[config.mk]
export PLATFORM = sky130hd
export DESIGN_NAME = wfifo_level_tracker
export DESIGN_NICKNAME = d
export VERILOG_FILES = /design/src/rtl/wfifo_level_tracker_pkg.sv /design/src/rtl/wfifo_level_tracker_gray_sync.sv /design/src/rtl/wfifo_level_tracker.sv
export SDC_FILE = /design/constraint.sdc
export NUM_CORES = 1
export LEC_CHECK = 0
export CORE_MARGIN = 3
export CORE_UTILIZATION = 50
export DETAILED_ROUTE_END_ITERATION = 12
export MAX_ROUTING_LAYER = met4
export PLACE_DENSITY = 0.83
export SLEW_MARGIN = 20
export SYNTH_ARGS = -nofsm -noshare
export SYNTH_HDL_FRONTEND = slang
export SYNTH_SLANG_ARGS = --single-unit
[constraint.sdc]
create_clock -name wclk -period 3.69 [get_ports wclk]
set_input_delay 0.9225 -clock wclk [delete_from_list [all_inputs] [get_ports wclk]]
set_output_delay 0.9225 -clock wclk [all_outputs]
set_load 0.01 [all_outputs]
[src/rtl/wfifo_level_tracker_pkg.sv]
// Shared FIFO package: watermark state encoding, FIFO depth derivation and
// gray-to-binary pointer conversion used by the write-domain level tracker
// (and by its read-domain counterpart).
package wfifo_level_tracker_pkg;

  // Watermark states; LOW must encode as zero so a cleared register is LOW.
  typedef enum logic [1:0] {
    WM_LOW  = 2'd0,
    WM_HIGH = 2'd1,
    WM_FULL = 2'd2
  } wm_state_e;

  // Widest pointer the gray converter handles.
  localparam int unsigned GRAY_MAX_W = 16;

  // Number of FIFO entries addressed by a pointer of ptr_width bits.
  function automatic int unsigned fifo_depth(input int unsigned ptr_width);
    return 32'd1 << ptr_width;
  endfunction

  // Gray to binary: bit i is the XOR of all gray bits from the MSB down to i.
  // Narrower pointers are zero-extended by the caller; leading zeros do not
  // change the XOR, so the low bits of the result are exact.
  function automatic logic [GRAY_MAX_W-1:0] gray2bin(input logic [GRAY_MAX_W-1:0] g);
    logic [GRAY_MAX_W-1:0] b;
    b[GRAY_MAX_W-1] = g[GRAY_MAX_W-1];
    for (int i = GRAY_MAX_W - 2; i >= 0; i--) begin
      b[i] = b[i+1] ^ g[i];
    end
    return b;
  endfunction

endpackage

[src/rtl/wfifo_level_tracker_gray_sync.sv]
// gray_sync: two-flop synchronizer for a gray-coded pointer crossing into the
// clk domain. Only one bit changes per pointer step, so any sampled value is
// either the old or the new pointer.
// Ports:
//   clk   - destination-domain clock
//   rst_n - asynchronous active-low reset, clears both stages
//   d     - gray pointer from the source domain (asynchronous)
//   q     - synchronized pointer (second stage)
module gray_sync #(
  parameter int WIDTH = 4
) (
  input  logic             clk,
  input  logic             rst_n,
  input  logic [WIDTH-1:0] d,
  output logic [WIDTH-1:0] q
);

  logic [WIDTH-1:0] stage1_r;
  logic [WIDTH-1:0] stage2_r;

  // Two synchronizer stages; a change on d reaches q at the 2nd rising edge.
  always_ff @(posedge clk or negedge rst_n) begin
    if (!rst_n) begin
      stage1_r <= '0;
      stage2_r <= '0;
    end else begin
      stage1_r <= d;
      stage2_r <= stage1_r;
    end
  end

  assign q = stage2_r;

endmodule

[src/rtl/wfifo_level_tracker.sv]
// wfifo_level_tracker: write-domain fill-level tracker for an async FIFO.
// Synchronizes the gray read pointer, computes a registered fill level,
// runs a hysteretic almost-full watermark FSM, and keeps overflow and
// pointer-consistency status.
// Ports:
//   wclk, wrst_n  - write clock, asynchronous active-low reset
//   g_rptr        - gray read pointer from the read domain (asynchronous)
//   b_wptr        - binary write pointer
//   w_en, full    - write request and full flag; both high = rejected write
//   clr_ovf       - synchronous clear of overflow and ovf_count
//   g_rptr_sync   - synchronized gray read pointer
//   wr_level      - registered fill level (0..DEPTH)
//   almost_full   - watermark flag, set at AF_HI, cleared at AF_LO
//   overflow      - sticky rejected-write flag
//   ovf_count     - saturating rejected-write count
//   ptr_err       - sticky flag, level exceeded DEPTH
module wfifo_level_tracker
  import wfifo_level_tracker_pkg::*;
#(
  parameter int PTR_WIDTH = 3,
  parameter int AF_HI     = 6,
  parameter int AF_LO     = 4
) (
  input  logic               wclk,
  input  logic               wrst_n,
  input  logic [PTR_WIDTH:0] g_rptr,
  input  logic [PTR_WIDTH:0] b_wptr,
  input  logic               w_en,
  input  logic               full,
  input  logic               clr_ovf,
  output logic [PTR_WIDTH:0] g_rptr_sync,
  output logic [PTR_WIDTH:0] wr_level,
  output logic               almost_full,
  output logic               overflow,
  output logic [7:0]         ovf_count,
  output logic               ptr_err
);

  localparam int unsigned DEPTH = fifo_depth(PTR_WIDTH);
  localparam int          LW    = PTR_WIDTH + 1;

  localparam logic [PTR_WIDTH:0] DEPTH_L = LW'(DEPTH);
  localparam logic [PTR_WIDTH:0] AF_HI_L = LW'(AF_HI);
  localparam logic [PTR_WIDTH:0] AF_LO_L = LW'(AF_LO);

  // Refuse to build with thresholds that make the hysteresis meaningless.
  if (!(AF_LO < AF_HI && AF_HI <= int'(DEPTH))) begin : g_bad_thresholds
    $error("wfifo_level_tracker: need AF_LO < AF_HI <= DEPTH");
  end
  if (LW > int'(GRAY_MAX_W)) begin : g_bad_width
    $error("wfifo_level_tracker: PTR_WIDTH too wide for gray2bin");
  end

  logic [PTR_WIDTH:0] g_rptr_sync_s;
  logic [PTR_WIDTH:0] b_rptr_s;
  logic [PTR_WIDTH:0] wr_level_r;
  wm_state_e          state_r;
  logic               almost_full_r;
  logic               overflow_r;
  logic [7:0]         ovf_count_r;
  logic               ptr_err_r;
  logic               reject_s;

  gray_sync #(
    .WIDTH (LW)
  ) u_rptr_sync (
    .clk   (wclk),
    .rst_n (wrst_n),
    .d     (g_rptr),
    .q     (g_rptr_sync_s)
  );

  assign b_rptr_s = LW'(gray2bin(GRAY_MAX_W'(g_rptr_sync_s)));
  assign reject_s = w_en & full;

  // Fill level; the subtraction wraps modulo 2**LW, absorbing pointer wrap.
  always_ff @(posedge wclk or negedge wrst_n) begin
    if (!wrst_n) begin
      wr_level_r <= '0;
    end else begin
      wr_level_r <= b_wptr - b_rptr_s;
    end
  end

  // Watermark FSM; almost_full is registered with the state so it always
  // equals (state != LOW).
  always_ff @(posedge wclk or negedge wrst_n) begin
    if (!wrst_n) begin
      state_r       <= WM_LOW;
      almost_full_r <= 1'b0;
    end else if (wr_level_r == DEPTH_L) begin
      state_r       <= WM_FULL;
      almost_full_r <= 1'b1;
    end else if (wr_level_r <= AF_LO_L) begin
      state_r       <= WM_LOW;
      almost_full_r <= 1'b0;
    end else if (state_r == WM_LOW && wr_level_r >= AF_HI_L) begin
      state_r       <= WM_HIGH;
      almost_full_r <= 1'b1;
    end else if (state_r == WM_FULL && wr_level_r < DEPTH_L) begin
      // Level is already known to be above AF_LO here.
      state_r       <= WM_HIGH;
      almost_full_r <= 1'b1;
    end else begin
      state_r       <= state_r;
      almost_full_r <= almost_full_r;
    end
  end

  // Overflow status; a rejected write in the clearing cycle is kept as the
  // first event of the new count.
  always_ff @(posedge wclk or negedge wrst_n) begin
    if (!wrst_n) begin
      overflow_r  <= 1'b0;
      ovf_count_r <= 8'd0;
    end else if (clr_ovf) begin
      overflow_r  <= reject_s;
      ovf_count_r <= reject_s ? 8'd1 : 8'd0;
    end else if (reject_s) begin
      overflow_r  <= 1'b1;
      ovf_count_r <= (ovf_count_r == 8'hFF) ? 8'hFF : ovf_count_r + 8'd1;
    end else begin
      overflow_r  <= overflow_r;
      ovf_count_r <= ovf_count_r;
    end
  end

  // Sticky pointer-consistency error; only reset clears it.
  always_ff @(posedge wclk or negedge wrst_n) begin
    if (!wrst_n) begin
      ptr_err_r <= 1'b0;
    end else if (wr_level_r > DEPTH_L) begin
      ptr_err_r <= 1'b1;
    end else begin
      ptr_err_r <= ptr_err_r;
    end
  end

  assign g_rptr_sync = g_rptr_sync_s;
  assign wr_level    = wr_level_r;
  assign almost_full = almost_full_r;
  assign overflow    = overflow_r;
  assign ovf_count   = ovf_count_r;
  assign ptr_err     = ptr_err_r;

endmodule

Yosys cells after proc, flatten, opt, wreduce, memory -nomap -nowiden:

Cells that the tools add are included.

* register bits: 25
* output and inout bits: 19
* logic and storage cells: 40

* add/subtract/negate cells: 2
* magnitude comparators: 4
* eq/ne operators: 3
* multiplexer cells: 14
* bitwise gates (word level): 4
* reductions and logical operators: 5

Operators by type and width (count)
* $mux W8: 3
* $add A8 B1 Y8 const B: 1
* $eq A8 B8 Y1 const B: 1
* $mux W2: 4
* $mux W1: 7
* $eq A4 B4 Y1 const B: 1
* $ge A4 B3 Y1 const B: 1
* $gt A4 B4 Y1 const B: 1
* $le A4 B3 Y1 const B: 1
* $lt A4 B4 Y1 const B: 1
* $reduce_bool A4 Y1: 1
* $sub A4 B4 Y4: 1
* $xor A1 B1 Y1: 3
* $eq A2 B2 Y1 const B: 1
* $logic_and A1 B1 Y1: 2
* $logic_not A2 Y1: 1
* $reduce_bool A2 Y1: 1
* $and A1 B1 Y1: 1

Logic depth before layout (Yosys ltp):

Gate-level depths: netlist of the first run.

* depth after elaboration: 6
* mapped depth: 8

Cells and area by module:

A second synthesis of the first run with hierarchy kept.

* cell total of the unflattened synthesis: 98
* area, all modules: 1081.0 µm²

Modules (own cells, without submodules)
* wfifo_level_tracker: instances 1, cells each 90, area each 880.8 µm², sequential area each 425.4 µm²
* gray_sync: instances 1, cells each 8, area each 200.2 µm², sequential area each 200.2 µm²

Worst setup path after synthesis of the first run:

OpenSTA, ideal clock, no wires.

* path type: input to register
* start: in b_wptr[0]
* end: reg wr_level_r[2] (netlist: wr_level[2])
* setup time: 0.123 ns
* arrival: 1.642 ns
* data required time: 3.567 ns
* setup slack: 1.926 ns
* stages: 4
* cell sequence: inv_1 ha_1 fa_1 xnor2_1

* cells in the longest elaborated chain, start to end: 1

RTL lines
* start: declaration: RTL line wfifo_level_tracker.sv:27 `input logic [PTR_WIDTH:0] b_wptr,`
* $sub A4 B4 Y4: RTL line wfifo_level_tracker.sv:81 `wr_level_r <= b_wptr - b_rptr_s;`
* end signal: assignment: RTL line wfifo_level_tracker.sv:81
* end: declaration: RTL line wfifo_level_tracker.sv:56 `logic [PTR_WIDTH:0] wr_level_r;`

No other way between the ends.
A chain may end at the register's enable or synchronous reset.

Final worst setup path of the first run:

* start: reg wr_level_r[3] (netlist: wr_level[3])
* end: out wr_level[3]

RTL lines
* end: declaration: RTL line wfifo_level_tracker.sv:32 `output logic [PTR_WIDTH:0] wr_level,`

No word-level cell between the ends.

==> out/results.ini, run 1 <==
[global_routing]
track_usage_pct=17.4
grt_overflow=0
grt_max_degree=26
antenna_found_initial=0
grt_pass1_wl_um=3510
grt_pass1_vias=840

[logic_synthesis]
synth_cell_type_count=34
dominantRegCellSynth=dfrtp_1
syn_inst=105
ys_warn_count=0
synth_edf_count=0
ys_seq_elements=25
syn_nets=123
synthArstFlopShare_pct=100
avgSynthCellArea_um2=10.8
ys_seq_area_share_pct=54.9
syn-cell-area_um2=1140

[sta]
slew_headroom_pct=78.5
rsz0062_at_grt=false
worst_pin_slew_ns=0.320
fmax_ghz=0.434
setup_violations=0
min_period_over_period_pct=62.5
drv_slew=0
final_hold_viol_count=0
setup_tns_ns=0
finClkSkew_ns=0.00316
layout_min_cycle_time_ns=2.30

[clock_network]
clock_latency_ns=0.31
cts-root-buf=clkbuf_4
post_cts_buffers=0
ctsHoldBuffers=0
numCtsBuffers=3
path_clk_slew_ns=0.13
htreeDepth=1
cts_tree=done
ctsResizeCount=0
clock_path_buffers=2
clock_sinks=25

[detailed_routing]
via_per_inst=5.10
postRouteAntennaNets=0
vias=846
wl_per_cell_um=12.0
drt_first_pass_iters=4
first_iter_violations=11
drc_errors=0
drt-total-wl_um=2000

[worst_setup_path]
cpMaxStageDelayCell=clkdlybuf4s50_1
worst-setup-path-type=flop to output pin
end_kind=output pin
critPathRequiredTime_ns=2.77
crit_chain=clkdlybuf4s50_1
cp_max_fo=8
critPathArrivalTime_ns=1.38
crit_family=buffers and inverters
cp.buffers_inverters=1
crit_path_start_kind=flop
max_stage_delay_ns=0.58

[finish]
syn_to_final_growth_pct=32.3
nNetsFinal=158
fillerInstances=144
finalInstanceArea_um2=1510
drive_above_1_share_pct=8.63
diodes=0

[place]
place_congestion=0.859
post-dp-hpwl_um=1560
io_buffers=31
dpl_cell_area_um2=1480

[floorplan]
die_x_um=53.7
die_area_um2=2890
row_count=16
io_pins=32
initial_utilization_pct=55.2
fp.coreArea_um2=2060
die_y_um=53.7

[power]
power.leakage_nw=0.649
powerDensity_nw_per_um2=428
vdd_drop_max_uv=341
p_total_mw=0.644

[min_path]
min_path_type=flop to flop

[run_status]
status=finished, final reports clean

[flow_run]
cap_violations=0

[where the power goes]
| part | total, mW | switching [mW] | leakage, nW | internal [mW] |
|---|---|---|---|---|
| clock | 0.118 | 0.0777 | 0.0177 | 0.0406 |
| sequential | 0.352 | 0.0412 | 0.307 | 0.311 |
| combinational | 0.174 | 0.0758 | 0.325 | 0.0979 |
| total | 0.644 | 0.195 | 0.649 | 0.449 |
[synthesized netlist by cell type, drive strengths merged (2+ instances only)]
master | number | area share (%)
dfrtp | 25 | 55
inv | 10 | 3.3
nor3 | 8 | 4.4
a21oi | 7 | 3.1
nor2 | 7 | 2.5
nand2 | 6 | 2.0
o21ai | 6 | 2.6
xnor2 | 5 | 4.5
ha | 4 | 4.4
nand3 | 3 | 1.8
a211oi | 2 | 1.3
a31oi | 2 | 1.1
and2 | 2 | 1.1
nand4 | 2 | 1.1
[state kept, by name, summed over array words and instances (netlist names)]
register / cells
ovf_count: 8
u_rptr_sync.q: 4
u_rptr_sync.stage1_r: 4
wr_level: 4
state_r: 2
almost_full: 1
overflow: 1
ptr_err: 1
[cells by family (layout without fill, tap and decap cells)]
group | count (synthesis) | count (layout) | share of synthesized area (%)
simple gates | 34 | 34 | 16.4
flops | 25 | 25 | 54.9
compound gates | 22 | 22 | 11.4
buf+inv | 12 | 46 | 4.29
xor+xnor | 6 | 6 | 5.93
fa+ha+maj | 5 | 5 | 6.15
mux | 1 | 1 | 0.879
[area by class of cell]
type                       instances  area [um^2]  area share [%]
tap                               27         33.8            2.24
clock buffer                       3         22.5            1.50
timing repair buffer              32          318            21.1
inverter                          10         37.5            2.49
clock inverter                     1         5.00           0.332
multi-input combinational         68          464            30.8
sequential                        25          626            41.5
[cells in the final DEF, fill, tap and decap left out, types with 2 or more instances in the layout]
master	n
nor3_2	2
clkdlybuf4s50_1	31
nand3_1	2
nor3_1	6
nand2_1	6
a211oi_1	2
a21oi_1	7
dfrtp_1	25
nand4_1	2
ha_1	4
nor2_1	6
a31oi_1	2
clkbuf_4	3
xnor2_1	4
inv_1	10
o21ai_0	6
and2_1	2
[per-stage QoR]
step | setup WS (ns) | instances | utilization (%) | hold WS (ns)
2_1_floorplan | 1.93 | 105 | - | 0.331
3_3_place_gp | 1.45 | 162 | 71.7 | 0.333
3_5_place_dp | 1.41 | 162 | 71.7 | 0.336
4_1_cts | 1.37 | 166 | 73.1 | 0.371
5_1_grt | 1.32 | 166 | 73.1 | 0.378
6_report | 1.39 | 166 | 73.1 | 0.365
[worst paths after layout]
| path | to | slack, ns | cells past startpoint | startpoint |
|---|---|---|---|---|
| setup / recovery | wr_level[3] | 1.39 | 1 | wr_level[3] |
| setup reg to reg | wr_level[2] | 1.89 | 6 | u_rptr_sync.q[2] |
| hold reg to reg | u_rptr_sync.q[1] | 0.37 | 0 | u_rptr_sync.stage1_r[1] |
| max in group asynchronous | u_rptr_sync.q[0] | 2.51 | 2 | wrst_n |
| min in group asynchronous | state_r[0] | 0.95 | 2 | wrst_n |
| hold / removal | u_rptr_sync.q[1] | 0.37 | 0 | u_rptr_sync.stage1_r[1] |
[per-layer routing]
metal / share of wire, % / GRT usage (%) / vias up
li1: - / - / 425
met1: 45 / 21.3 / 398
met2: 49 / 28.0 / 21
met3: 5.2 / 3.88 / 2
met4: 0.95 / 6.38 / 0
met5: 0 / - / -
Note: power is estimated with default switching activity, not from simulation.
==> inputs of run 2 (changes only) <==
--- a/config.mk
+++ b/config.mk
@@ -6,10 +6,10 @@
 export NUM_CORES = 1
 export LEC_CHECK = 0
 export CORE_MARGIN = 3
-export CORE_UTILIZATION = 50
+export CORE_UTILIZATION = 46
 export DETAILED_ROUTE_END_ITERATION = 12
 export MAX_ROUTING_LAYER = met4
-export PLACE_DENSITY = 0.83
+export PLACE_DENSITY = 0.77
 export SLEW_MARGIN = 20
 export SYNTH_ARGS = -nofsm -noshare
 export SYNTH_HDL_FRONTEND = slang
==> constraint.sdc (replaced) <==
create_clock -name wclk -period 2.2 [get_ports wclk]
set_input_delay 0.55 -clock wclk [delete_from_list [all_inputs] [get_ports wclk]]
set_output_delay 0.55 -clock wclk [all_outputs]
set_load 0.01 [all_outputs]
==> run 2 against run 1 <==
Net effect:
- hold slack worse by 0.0026 ns
- global-route usage down 1.3 points
- total power up 69%
- via count up 4.7%
==> out/results.ini, run 2 (synthesis gave the netlist of run 1 again) <==
[finish]
drive_above_1_share_pct=7.91
final_cell_mix=clkdlybuf4s50_1 (31), dfrtp_1 (25), inv_1 (10)
largest_register_ffs=8
multi_input_area_um2=464
fillerInstances=178
layout_commonest_cell=clkdlybuf4s50_1
diodes=0
finalInstanceArea_um2=1510
nNetsFinal=158
syn_to_final_growth_pct=32.3
seq_area_um2=626

[detailed_routing]
vias=886
via_per_inst=5.31
drt-total-wl_um=2150
drc_errors=0
postRouteAntennaNets=0
drt_first_pass_iters=4
wl_per_cell_um=12.9
first_iter_violations=15

[global_routing]
track_usage_pct=16.1
grt_overflow=0
grt_pass1_wl_um=3760
grt_max_degree=26
antenna_found_initial=0
grt_pass1_vias=885

[run_status]
status=finished, final reports clean

[floorplan]
row_count=17
fp.coreArea_um2=2280
die_y_um=55.8
initial_utilization_pct=50.0
io_pins=32
die_x_um=55.8
die_area_um2=3110

[clock_network]
clock_path_buffers=2
path_clk_slew_ns=0.13
cts-root-buf=clkbuf_4
ctsResizeCount=0
ctsHoldBuffers=0
clock_latency_ns=0.31
numCtsBuffers=3
clock_sinks=25
cts_tree=done
htreeDepth=1
post_cts_buffers=0

[worst_setup_path]
worst-setup-path-type=flop to output pin
end_kind=output pin
crit_family=buffers and inverters
crit_path_start_kind=flop
cpMaxStageDelayCell=clkdlybuf4s50_1
critPathArrivalTime_ns=1.37
crit_chain=clkdlybuf4s50_1
cp_max_fo=8
cp.buffers_inverters=1
max_stage_delay_ns=0.58
critPathRequiredTime_ns=1.65

[sta]
slew_headroom_pct=78.3
fmax_ghz=0.521
worst_pin_slew_ns=0.325
setup_tns_ns=0
layout_min_cycle_time_ns=1.92
min_period_over_period_pct=87.3
final_hold_viol_count=0
drv_slew=0
rsz0062_at_grt=false
setup_violations=0
finClkSkew_ns=0.00272

[power]
vdd_drop_max_uv=551
powerDensity_nw_per_um2=724
power.leakage_nw=0.646

[flow_run]
cap_violations=0

[place]
dpl_cell_area_um2=1480
place_congestion=0.886
post-dp-hpwl_um=1690
io_buffers=31

[min_path]
min_path_type=flop to flop

==> run 2: layout make-up <==
type,instances,area share (%)
flip-flops and latches,25,41.5
multi-input cells,68,30.8
repair buffers,32,21.1
inverters,10,2.49
well taps,28,2.33
clock buffers,4,1.74
==> run 2: routing by layer <==
metal / part of all wire, % / wire, um / GRT usage, % / vias up
met5: 0 / 0 / - / -
met4: 1.8 / 38 / 9.03 / 0
met3: 4.7 / 102 / 3.02 / 4
met2: 52 / 1120 / 26.5 / 27
met1: 41 / 888 / 18.3 / 426
li1: - / - / - / 429
==> run 2: metrics by stage <==
stage / hold slack [ns] / worst slack, ns / power, mW / util [%] / instances
after global placement: 0.332 / 0.335 / 0.883 / 65.0 / 163
after floorplan: 0.254 / 0.459 / 0.747 / - / 105
after CTS: 0.364 / 0.262 / 1.11 / 66.2 / 167
after global routing: 0.375 / 0.167 / 1.17 / 66.2 / 167
after detailed placement: 0.338 / 0.291 / 0.906 / 65.0 / 163
final: 0.363 / 0.280 / 1.09 / 66.2 / 167
==> run 2: where the power goes <==
part	internal, mW	switching, mW
clock network	0.0708	0.127
registers	0.521	0.0720
logic	0.165	0.133
==> run 2: worst paths after layout <==
kind / endpoint / start / slack [ns] / depth (start not counted)
max in group asynchronous: overflow / wrst_n / 1.39 / 2
min in group asynchronous: wr_level[1] / wrst_n / 0.58 / 2
setup / recovery: wr_level[3] / wr_level[3] / 0.28 / 1
hold reg to reg: u_rptr_sync.q[3] / u_rptr_sync.stage1_r[3] / 0.36 / 0
setup reg to reg: wr_level[2] / u_rptr_sync.q[3] / 0.39 / 6
hold / removal: u_rptr_sync.q[3] / u_rptr_sync.stage1_r[3] / 0.36 / 0
==> inputs of run 3 (changes only) <==
--- a/config.mk
+++ b/config.mk
@@ -5,6 +5,7 @@
 export SDC_FILE = /design/constraint.sdc
 export NUM_CORES = 1
 export LEC_CHECK = 0
+export ABC_CLOCK_PERIOD_IN_PS = 2200
 export CORE_MARGIN = 3
 export CORE_UTILIZATION = 46
 export DETAILED_ROUTE_END_ITERATION = 12
==> results of run 3 <==
Final layout, timing and power as in run 2 (identical DEF).
